--- config.mk ---
export PLATFORM = sky130hd
export DESIGN_NAME = cache_victim_writeback
export DESIGN_NICKNAME = d
export VERILOG_FILES = /design/src/rtl/cache_victim_writeback.sv
export SDC_FILE = /design/constraint.sdc
export NUM_CORES = 2
export LEC_CHECK = 0
export ABC_CLOCK_PERIOD_IN_PS = 32500
export CORE_AREA = 5 5 292 294
export DETAILED_ROUTE_END_ITERATION = 12
export DIE_AREA = 0 0 297 299
export PLACE_DENSITY = 0.62
export SETUP_SLACK_MARGIN = 0.05
export SYNTH_ARGS = -nofsm -noshare
export SYNTH_HDL_FRONTEND = slang
export SYNTH_SLANG_ARGS = --single-unit
--- constraint.sdc ---
create_clock -name clk -period 32.5 [get_ports clk]
set_input_delay 6.5 -clock clk [delete_from_list [all_inputs] [get_ports clk]]
set_output_delay 6.5 -clock clk [all_outputs]
set_load 0.01 [all_outputs]
--- src/rtl/cache_victim_writeback.sv ---
// Victim writeback buffer: holds one evicted dirty line and drains it to the bus
// controller as a burst of AHBW-bit beats, flagging refills that target the same line.
module cache_victim_writeback #(
  parameter int PA_BITS   = 56,
  parameter int LINELEN   = 512,
  parameter int AHBW      = 64,
  parameter int OFFSETLEN = 6
) (
  input  logic               clk,
  input  logic               reset,
  input  logic               VictimValid,
  output logic               VictimReady,
  input  logic [PA_BITS-1:0] VictimAdr,
  input  logic [LINELEN-1:0] VictimLine,
  output logic               BusValid,
  input  logic               BusReady,
  output logic [PA_BITS-1:0] BusAdr,
  output logic [AHBW-1:0]    BusData,
  output logic               BusLast,
  input  logic [PA_BITS-1:0] MatchAdr,
  output logic               MatchHit,
  output logic               Busy
);

  localparam int BEATS     = LINELEN / AHBW;
  localparam int BEAT_BITS = $clog2(BEATS);
  localparam int BYTE_BITS = $clog2(AHBW / 8);
  localparam int TAG_W     = PA_BITS - OFFSETLEN;

  typedef enum logic {IDLE = 1'b0, DRAIN = 1'b1} state_t;

  state_t               state, state_nxt;
  logic [BEAT_BITS-1:0] beat_cnt;
  logic [LINELEN-1:0]   held_line;
  logic [TAG_W-1:0]     held_tag;
  logic                 capture;
  logic                 beat_xfer;
  logic                 last_beat;
  logic                 unused_offset_bits;

  // Offset bits of both addresses are don't-care: everything works on whole lines.
  assign unused_offset_bits = ^{VictimAdr[OFFSETLEN-1:0], MatchAdr[OFFSETLEN-1:0]};

  assign capture   = (state == IDLE) && VictimValid;
  assign beat_xfer = (state == DRAIN) && BusReady;
  assign last_beat = (state == DRAIN) && (beat_cnt == BEAT_BITS'(BEATS - 1));

  always_ff @(posedge clk or posedge reset) begin
    if (reset) state <= IDLE;
    else       state <= state_nxt;
  end

  always_comb begin
    state_nxt = state;
    case (state)
      IDLE:    if (VictimValid) state_nxt = DRAIN;
      DRAIN:   if (beat_xfer && last_beat) state_nxt = IDLE;
      default: state_nxt = IDLE;
    endcase
  end

  // Held line and beat counter; the counter wraps to 0 on the final beat by width.
  always_ff @(posedge clk or posedge reset) begin
    if (reset) begin
      beat_cnt  <= '0;
      held_line <= '0;
      held_tag  <= '0;
    end else if (capture) begin
      beat_cnt  <= '0;
      held_line <= VictimLine;
      held_tag  <= VictimAdr[PA_BITS-1:OFFSETLEN];
    end else if (beat_xfer) begin
      beat_cnt  <= beat_cnt + 1'b1;
    end
  end

  always_comb begin
    VictimReady = 1'b0;
    BusValid    = 1'b0;
    Busy        = 1'b0;
    BusLast     = 1'b0;
    BusAdr      = '0;
    BusData     = '0;
    MatchHit    = 1'b0;
    case (state)
      IDLE: begin
        VictimReady = 1'b1;
        // Compare against the incoming line too, so the capture cycle is covered.
        MatchHit    = VictimValid &&
                      (MatchAdr[PA_BITS-1:OFFSETLEN] == VictimAdr[PA_BITS-1:OFFSETLEN]);
      end
      DRAIN: begin
        BusValid = 1'b1;
        Busy     = 1'b1;
        BusLast  = last_beat;
        BusAdr   = {held_tag, beat_cnt, {BYTE_BITS{1'b0}}};
        BusData  = held_line[int'(beat_cnt)*AHBW +: AHBW];
        MatchHit = (MatchAdr[PA_BITS-1:OFFSETLEN] == held_tag);
      end
      default: ;
    endcase
  end

endmodule

# Yosys cells after proc, flatten, opt, wreduce, memory -nomap -nowiden
# Cells that the tools add are included.
[op_classes]
add_sub_neg = 1
n_eq_ne = 3
shift = 1
n_mux = 11
n_bitwise = 1
reduce_logical = 6
[ops]
columns = ["cell", "n"]
rows = [
  ["512-bit by 10-bit variable part select with 64-bit output", 1],
  ["50-bit equality test", 2],
  ["64-bit two-way mux", 1],
  ["56-bit two-way mux", 1],
  ["3-bit two-way mux", 2],
  ["1-bit logical AND", 5],
  ["1-bit two-way mux", 5],
  ["1-bit case mux with 2 select lines", 2],
  ["3-bit by 1-bit adder with 3-bit output, second input constant", 1],
  ["3-bit equality test, second input constant", 1],
  ["2-bit nonzero test", 1],
  ["1-bit inverter", 1],
]
[totals]
ff_bits = 566
in_bits = 628
word_cells = 27

# Longest topological paths before layout
[logic_depth]
word_depth = 5
mapped_depth = 8

# Worst setup path before layout
# No wires, ideal clock.
[synth_path]
path_type = "input -> output"
start = "input VictimValid"
end = "output MatchHit"
arrival_ns = 7.498
path_slack_ns = 18.502
stages = 8
path_buffers = 3
cell_sequence = "nor2b_1 buf_2 buf_4 buf_6 nand2_1 nor4_1 nand4_1 o22ai_1"
[synth_between]
elab_chain_cells = 2
[synth_rtl]
columns = ["item", "line", "source"]
rows = [
  ["start: declaration", "11", "input logic VictimValid,"],
  ["1-bit logical AND", "89", "MatchHit = VictimValid &&"],
  ["1-bit case mux with 2 select lines", "85", "case (state)"],
  ["end: declaration", "21", "output logic MatchHit,"],
]
# No other way between the ends.

# Worst setup path in the final report
# Ends and elaborated chain as after synthesis.

==> results.cfg <==
[floorplan]
chipWidth_um = 297
io_pins = 753
num_rows = 106
die-area_um2 = 88800
core_area_um2 = 82600
fp.dieH_um = 299
start_util_pct = 32.1

[power_and_ir_drop]
ir_drop_uv = 47.0
clkPwrFrac_pct = 21.8
pwr-share-comb_pct = 42.9
pwr-share-seq_pct = 35.2
switching_share_pct = 31.5
cellLeakagePower_uw = 0.0151
power_switching_uw = 1130
p_int_uw = 2460
powerDensity_nw_per_um2 = 96.8

[clocking]
clk_pin_slew_ns = 0.05
cts_tree = built
clock_path_buffers = 3
cts_buffers = 69
cts_setup_buffers = 0
clk_latency_ns = 0.61
h-tree-depth = 3
holdBufCountCts = 0
cts_resized = 0
clock-root-buffer = clkbuf_16
cts_sinks = 566

[synthesis]
ys_warn_count = 0
ys.flop_type = dfrtp_1
avgSynthCellArea_um2 = 15.5
synth-seq-area-share_pct = 53.5
synth.most_common_cell = dfrtp_1
synth_edf_count = 0
synth_area_leaders = dfrtp_1 (53%), mux2_2 (21%), mux4_2 (11%)
ys_types = 32
async_flop_share_pct = 100
synthTopCellsByCount = dfrtp_1 (566), mux2_2 (492), mux4_2 (128), buf_2 (72), mux2_1 (70)
synthCells = 1715
synth_area_um2 = 26500
synth.top_cell.area_share_pct = 53.5
ys_ff_latch = 566
synth_top_cell_by_area = dfrtp_1

[placement]
dp_cells = 3438
hpwlAfterDp_mm = 64.0
port_buffers = 737
gp_congestion = 0.900
dp_worst_setup_slack_ns = 16.79

[grt]
grt_pass1_vias = 19400
antenna_found_initial = 33
grt_use_total_pct = 18.9
grt_pass1_wl_mm = 128
grt_max_degree = 183
overflow = 0

[timing]
hold_violations = 0
fmax_ghz = 0.0639
slew_headroom_pct = 22.9
report.final.slew_viol_count = 0
finalCriticalPeriod_ns = 15.65
setup_ws_ns = 16.85
fin_skew_ns = 0.0299
finalSetupViolations = 0
setup_tns_ns = 0
fin_crit_sh_pct = 48.1
tightest_slew_ns = 1.16
rsz0062_at_grt = no

[critical_path]
crit_fanout = 182
cp.arrival_ns = 9.15
cp-end-kind = output port
cp.required_ns = 26.00
start_kind = input pin
path_class = input pin to output port

[hold_path]
hp-class = register to register

[final_layout]
syn2layout_area_growth_pct = 40.1
fin_nets = 3059
drive_gt1_share_pct = 30.4
fillers = 7427
final_util_pct = 44.9
final_cells = 3582

[drt]
post_drt_wl_per_cell_um = 24.0
drc = 0
wl_mm = 86.1
vias_per_cell = 4.84
ant_nets = 0
drtIter0Drc = 803
via_count = 17300
first_pass_iters = 4

[run_status]
status = completed

[flow_run]
maxCapViolations = 0
critical path, stage by stage:
cell	delay (ns)
clkdlybuf4s50_1	0.51
nor2b_4	0.18
buf_12	0.66
nand2_1	0.13
nor4_1	0.23
nand4_1	0.12
o22ai_1	0.13
clkdlybuf4s50_1	0.61
final timing paths:
check | slack (ns) | depth (start not counted) | start | to
min in group asynchronous | 6.47 | 2 | reset | held_line[366]
min | 0.48 | 1 | held_line[264] | held_line[264]
max in group asynchronous | 22.93 | 5 | reset | held_line[101]
max | 16.85 | 8 | VictimValid | MatchHit
max reg2reg | 27.40 | 7 | state | held_line[472]
min reg2reg | 0.48 | 1 | held_line[264] | held_line[264]
routing by layer:
| layer | global-route usage, % | vias to the layer above | part of all wire (%) |
|---|---|---|---|
| met5 | 0 | - | 0.18 |
| met4 | 6.12 | 24 | 2.6 |
| met3 | 5.18 | 133 | 6.2 |
| met2 | 33.9 | 488 | 53 |
| met1 | 22.1 | 8937 | 38 |
| li1 | - | 7744 | - |
sequential cells by signal (all words and copies together) (netlist names):
signal     count
held_tag      50
state          1
held_line    512
beat_cnt       3
kinds of logic (layout without fill, tap and decap cells):
group | Yosys count | after routing | synth area share (%)
multiplexers | 756 | 756 | 37.3
flip-flops | 566 | 566 | 53.5
AND/OR/NAND/NOR | 160 | 160 | 3.10
buffers and inverters | 125 | 885 | 2.66
XOR/XNOR | 96 | 96 | 3.17
AO/OA/AOI/OAI | 9 | 9 | 0.250
adder cells (fa/ha/maj) | 2 | 2 | 0.0944
other | 1 | 28 | 0.0142
power by group through the flow:
| stage | registers (µW) | logic [µW] | clock network [µW] |
|---|---|---|---|
| final | 1270 | 1540 | 784 |
| after global routing | 1320 | 1650 | 836 |
| after global placement | 1260 | 1540 | 0 |
| after floorplan | 1190 | 1020 | 0 |
| after CTS | 1270 | 1570 | 807 |
| after detailed placement | 1280 | 1570 | 0 |
cell usage in the layout (no fill, tap or decap), drive strengths merged, types with 17 or more instances in the layout:
cell type / instances
and2: 54
mux2i: 66
xor2: 30
nor2: 65
diode: 25
mux2: 562
dfrtp: 566
buf: 22
clkdlybuf4s50: 737
xnor2: 66
nand4: 17
clkbuf: 95
mux4: 128
stage by stage:
stage | hold slack (ns) | power, µW | instance area (µm²)
finish | 0.477 | 3590 | 37100
global route | 0.496 | 3810 | 37100
CTS | 0.486 | 3650 | 37100
detailed placement | 0.473 | 2850 | 34800
global placement | 0.463 | 2800 | 34800
floorplan | 0.453 | 2210 | 26500
area by class of cell:
cell class	instances	area [µm²]	share of cell area, %
Antenna cell	25	62.6	0.169
Clock buffer	95	1950	5.24
Clock inverter	24	358	0.964
Inverter	7	35.0	0.0944
Multi-Input combinational cell	1026	11600	31.4
Sequential cell	566	14200	38.2
Tap cell	1080	1350	3.64
Timing Repair Buffer	759	7550	20.3
No activity file was read; power rests on OpenSTA's default activity.
